File: config.mk
export PLATFORM = sky130hd
export DESIGN_NAME = if_fetch_ctrl
export DESIGN_NICKNAME = d
export VERILOG_FILES = /design/src/rtl/if_fetch_ctrl.sv
export SDC_FILE = /design/constraint.sdc
export NUM_CORES = 1
export LEC_CHECK = 0
export BUFFER_PORTS_ARGS = -buffer_cell sky130_fd_sc_hd__buf_2
export CORE_MARGIN = 3
export CORE_UTILIZATION = 58
export DETAILED_ROUTE_END_ITERATION = 10
export PLACE_DENSITY_LB_ADDON = 0.25
export SLEW_MARGIN = 10
export SYNTH_ARGS = -nofsm -noshare
export SYNTH_HDL_FRONTEND = slang
export SYNTH_SLANG_ARGS = --single-unit
File: constraint.sdc
create_clock -name CLK -period 3.04 [get_ports CLK]
set_input_delay 0.304 -clock CLK [delete_from_list [all_inputs] [get_ports CLK]]
set_output_delay 0.304 -clock CLK [all_outputs]
set_load 0.05 [all_outputs]
File: src/rtl/if_fetch_ctrl.sv
// Instruction fetch bus master: one outstanding request to a variable-latency
// instruction memory, a 1-entry skid for decode back-pressure, and flush/misalign handling.
module if_fetch_ctrl #(
    parameter int unsigned     XLEN      = 32,
    parameter logic [XLEN-1:0] NOP_INSTR = XLEN'(32'h00000013)
) (
    input  logic            CLK,
    input  logic            RST,
    input  logic [XLEN-1:0] PCF,
    input  logic            StallD,
    input  logic            FlushF,
    output logic            IM_REQ,
    output logic [XLEN-1:0] IM_ADDR,
    input  logic            IM_GNT,
    input  logic            IM_RVALID,
    input  logic [XLEN-1:0] IM_RDATA,
    output logic [XLEN-1:0] InstrF,
    output logic [XLEN-1:0] PCOutF,
    output logic            InstrValidF,
    output logic            PCEN,
    output logic            MisalignF
);

    typedef enum logic [1:0] {
        S_REQ  = 2'd0,
        S_WAIT = 2'd1,
        S_HOLD = 2'd2
    } state_t;

    typedef struct packed {
        logic [XLEN-1:0] instr;
        logic [XLEN-1:0] pc;
    } slot_t;

    state_t          state, state_nxt;
    logic            drop, drop_nxt;
    logic [XLEN-1:0] pend_pc, pend_pc_nxt;
    slot_t           skid, skid_nxt;
    logic            skid_valid, skid_valid_nxt;
    logic [XLEN-1:0] instr_nxt;
    logic [XLEN-1:0] pcout_nxt;
    logic            valid_nxt;
    logic            aligned;
    logic            slot_free;

    // State and datapath registers
    always_ff @(posedge CLK) begin
        if (!RST) begin
            state       <= S_REQ;
            drop        <= 1'b0;
            pend_pc     <= '0;
            skid        <= '0;
            skid_valid  <= 1'b0;
            InstrF      <= NOP_INSTR;
            PCOutF      <= '0;
            InstrValidF <= 1'b0;
        end else begin
            state       <= state_nxt;
            drop        <= drop_nxt;
            pend_pc     <= pend_pc_nxt;
            skid        <= skid_nxt;
            skid_valid  <= skid_valid_nxt;
            InstrF      <= instr_nxt;
            PCOutF      <= pcout_nxt;
            InstrValidF <= valid_nxt;
        end
    end

    // Next-state, slot update and combinational bus/PC outputs
    always_comb begin
        state_nxt      = state;
        drop_nxt       = drop;
        pend_pc_nxt    = pend_pc;
        skid_nxt       = skid;
        skid_valid_nxt = skid_valid;
        instr_nxt      = InstrF;
        pcout_nxt      = PCOutF;
        valid_nxt      = InstrValidF;
        IM_REQ         = 1'b0;
        IM_ADDR        = PCF;
        PCEN           = 1'b0;
        MisalignF      = 1'b0;
        aligned        = (PCF[1:0] == 2'b00);
        slot_free      = !InstrValidF || !StallD;

        // Decode consumed the slot and nothing new arrives: bubble
        if (!StallD) begin
            valid_nxt = 1'b0;
            instr_nxt = NOP_INSTR;
        end

        case (state)
            S_REQ: begin
                IM_REQ    = !FlushF && aligned;
                MisalignF = !aligned && !FlushF;
                if (IM_GNT && IM_REQ) begin
                    pend_pc_nxt = PCF;
                    state_nxt   = S_WAIT;
                end
            end
            S_WAIT: begin
                if (IM_RVALID) begin
                    if (!drop && !FlushF) begin
                        PCEN = 1'b1;
                        if (slot_free) begin
                            instr_nxt = IM_RDATA;
                            pcout_nxt = pend_pc;
                            valid_nxt = 1'b1;
                            state_nxt = S_REQ;
                        end else begin
                            skid_nxt       = '{instr: IM_RDATA, pc: pend_pc};
                            skid_valid_nxt = 1'b1;
                            state_nxt      = S_HOLD;
                        end
                    end else begin
                        drop_nxt  = 1'b0;
                        state_nxt = S_REQ;
                    end
                end else if (FlushF) begin
                    // Response still owed by memory; swallow it when it lands
                    drop_nxt = 1'b1;
                end
            end
            S_HOLD: begin
                if (!StallD && skid_valid) begin
                    instr_nxt      = skid.instr;
                    pcout_nxt      = skid.pc;
                    valid_nxt      = 1'b1;
                    skid_valid_nxt = 1'b0;
                    state_nxt      = S_REQ;
                end
            end
            default: state_nxt = S_REQ;
        endcase

        // Redirect wins over every slot/skid load
        if (FlushF) begin
            valid_nxt      = 1'b0;
            instr_nxt      = NOP_INSTR;
            skid_valid_nxt = 1'b0;
            if (state == S_HOLD) begin
                state_nxt = S_REQ;
            end
        end

        if (!RST) begin
            IM_REQ    = 1'b0;
            PCEN      = 1'b0;
            MisalignF = 1'b0;
        end
    end

endmodule

==> summary.txt <==
Worst setup path
  – Crit start category: register
  – CP Class: reg2out
  – Top delay family on crit path: simple AND/OR/NAND/NOR gates
  – Crit. End Element: output port
  – Slowest Stage Delay on Critical Path: ~0.44 ns
  – Critical path's slowest cell: ha_1
  – Worst EP arrival: about 2.1 ns
  – Critical path cell sequence: inv_1 -> ha_1 -> nand4bb_1 -> nor2_1 -> buf_2
  – Req. time, crit path: about 2.7 ns
  – CP max FO: 13
  – WP buf/inv: 2

Placed design
  – Port bufs: roughly 170
  – Detailed Place HPWL: about 12 mm
  – Dpl ws: about 0.79 ns
  – Placer Congestion: 0.8461
  – DP Cell Count: 1,095

Die
  – Die height: 116.4 um
  – I/O pin cnt: 170
  – # rows: 39
  – Chip width: 116.4 um
  – Effective utilization at floorplan: between 60% and 70%
  – Core area: between 10,000 and 15,000 um2
  – Die area: between 10,000 and 15,000 um2

Cells and area
  – Area grow syn2layout: 17.44%
  – Commonest non-fill, non-tap cells in the layout: 257 x nand2_1, 169 x buf_2, 165 x dfxtp_1
  – Antenna Cells: 0
  – Fin nets: approximately 1,000
  – Layout cells sized above 1: about a quarter
  – # fillers: between 900 and 1,000
  – Non-filler cells, final: about 1,100
  – Most common cell after layout, fill and taps aside: nand2_1

Logic synthesis
  – Mapped Nets: 941
  – Number of synthesized flops with an enable pin: 0
  – Synth Register Bits: 165
  – YS warnings: 0
  – Synth cell types: 43
  – Mean Syn Cell Area: between 8 and 9 um2
  – Syn Std Cell Area: between 7000 and 8000 um2
  – Ys async rst share: 0%
  – Mapped Cells: approximately 870
  – Post-synthesis sequential area ratio: between 40 and 50%
  – Top FF cell, synth: dfxtp_1

Global route
  – GRT Residual Overflow: 0
  – First-pass GRT wire length: about 30 mm
  – Initial antenna violation count: 0
  – Largest net degree at the start of global routing: 43
  – Vias in the first global route: 6,254
  – All-Layer GR Usage: around 27%

Power
  – Peak supply drop: 0.4407 mV
  – Switching share of power: 24.31%
  – Psw: about 1.2 mW
  – Combinational share of power: under 10%
  – Share of total power in the clock network: a little under half
  – Pwr Density: slightly below 600 nW/um2
  – Sequential share of power: between 40% and 50%
  – P_int: 3.655 mW
  – Leak pwr: between 3 and 4 nW
  – Tot Pwr: between 4 and 5 mW

Detailed routing
  – 1st-iter DRT viols: around 580
  – Avg WL per Cell: 16.33 um
  – Drc violations: 0
  – Via count: 6,638
  – Drt pass-1 iters: 5
  – Antenna-violating nets left: 0
  – Vias per cell: between 5 and 6
  – Wirelength, routed: ~18 mm

STA
  – Max-Slew Margin vs Limit: 50.61%
  – Max-slew violation count: 0
  – Final Setup Violations: 0
  – RSZ-0062 raised after global routing: false
  – Peak Freq: roughly 420 MHz
  – Hold_ws: between 0.1 and 0.15 ns
  – Total negative slack: 0 ns
  – Worst slew pin tran: 0.7408 ns
  – Final Cycle Share: roughly four fifths
  – Fin. Hold Viols: 0
  – Setup ws final: around 0.64 ns
  – Post-layout minimum cycle time: 2.403 ns
  – Fin Clk Skew: around 0.0044 ns

Clock network
  – CTS root buffer: clkbuf_16
  – Number of buffers created by CTS: 17
  – Max Buffers Root-to-Sink: 2
  – Worst-path clk slew: ~0.060 ns
  – TritonCTS clock tree: built
  – Sink Count: roughly 170
  – Post_cts resized: 0
  – Clk_lat worst skew: about 0.43 ns
  – H-tree levels: 4
  – Hold-fix buffer count after cts: 0
  – Setup bufs post-CTS: 0

Min path
  – Hold WC Path Type: in2reg

Outcome
  – Status: complete, no violations

Flow run
  – Max-Cap Viols: 0
## routing by layer
| layer | wire length (um) | GRT usage [%] | up-vias |
|---|---|---|---|
| met5 | 0 | 0 | - |
| met4 | 328 | 11.21 | 0 |
| met2 | 8880 | 45.08 | 280 |
| li1 | - | - | 3215 |
| met1 | 7831 | 34.53 | 3111 |
| met3 | 1352 | 6.425 | 32 |
## path summary, 6_finish.rpt
check / cells after the start / from / slack [ns] / to
min reg2reg: 2 / skid[33] / 0.45 / skid[33]
max: 5 / state[1] / 0.64 / PCEN
min: 2 / IM_RVALID / 0.12 / drop
max reg2reg: 7 / state[1] / 0.77 / skid[31]
## worst register-to-register path, stage by stage, from the launching register on
cell and delay [ns]:
dfxtp_1 0.34, inv_1 0.08, ha_1 0.44, nand4bb_1 0.33, nor2_4 0.40, buf_4 0.35, nand2_1 0.10, a21oi_1 0.15
## state kept, by name (all words and copies together) (netlist names)
signal and cells:
skid_valid 1, PCOutF 32, skid 64, pend_pc 32
drop 1, state 2, InstrValidF 1, InstrF 32
## power by group through the flow
stage          logic [mW]  clock network [mW]  registers (mW)
6_report            0.426                2.20            2.21
5_1_grt             0.456                2.30            2.21
4_1_cts             0.426                2.20            2.21
3_5_place_dp        0.424                   0            2.25
3_3_place_gp        0.420                   0            2.25
2_1_floorplan       0.257                   0            2.32
## cells by family (layout without fill, tap and decap cells)
logic type | count (synthesis) | after routing | share of synthesized area (%)
adders and majority gates | 4 | 4 | 0.7075
buffers and inverters | 109 | 225 | 8.295
and+or+nand+nor | 328 | 328 | 19.15
DFF | 165 | 165 | 46.69
AOI/OAI and AO/OA | 261 | 261 | 25.15
## synth_stat cells, types with 2 or more instances
cell / count / area [um2]
nand2_1: 257 / 964.7
dfxtp_1: 165 / 3303
a21oi_1: 100 / 500.5
clkbuf_1: 44 / 165.2
nand3_1: 36 / 180.2
o21ai_0: 36 / 180.2
buf_4: 32 / 240.2
o221a_2: 32 / 360.4
a22oi_1: 28 / 210.2
buf_2: 22 / 110.1
o2bb2ai_1: 18 / 157.7
o2111ai_1: 13 / 113.9
o21ai_1: 12 / 60.06
nor2_1: 10 / 37.54
o211ai_1: 10 / 75.07
nor2b_1: 5 / 31.28
and2_1: 4 / 25.02
buf_6: 4 / 45.04
ha_1: 4 / 50.05
inv_1: 4 / 15.01
and3_1: 3 / 18.77
a2111oi_0: 2 / 17.52
nand2b_1: 2 / 12.51
nand3b_1: 2 / 15.01
nor2_2: 2 / 12.51
nor3_1: 2 / 10.01
o31a_1: 2 / 17.52
## metrics by stage
stage	area, um2	util, %
finish	8308	71.24
global route	8308	71.24
CTS	8308	71.24
detailed placement	7709	66.10
global placement	7709	66.10
floorplan	7074	-
## area by class of cell
cell class                 instances  area [um2]  share of cell area (%)
clock buffer                      21       470.5                   5.663
clock inverter                    10       128.9                   1.551
inverter                           6       22.52                  0.2711
multi-input combinational        593        3203                   38.55
sequential                       165        3303                   39.76
tap                              143       178.9                   2.154
timing repair buffer             188        1001                   12.05
Note: power is estimated with default switching activity, not from simulation.
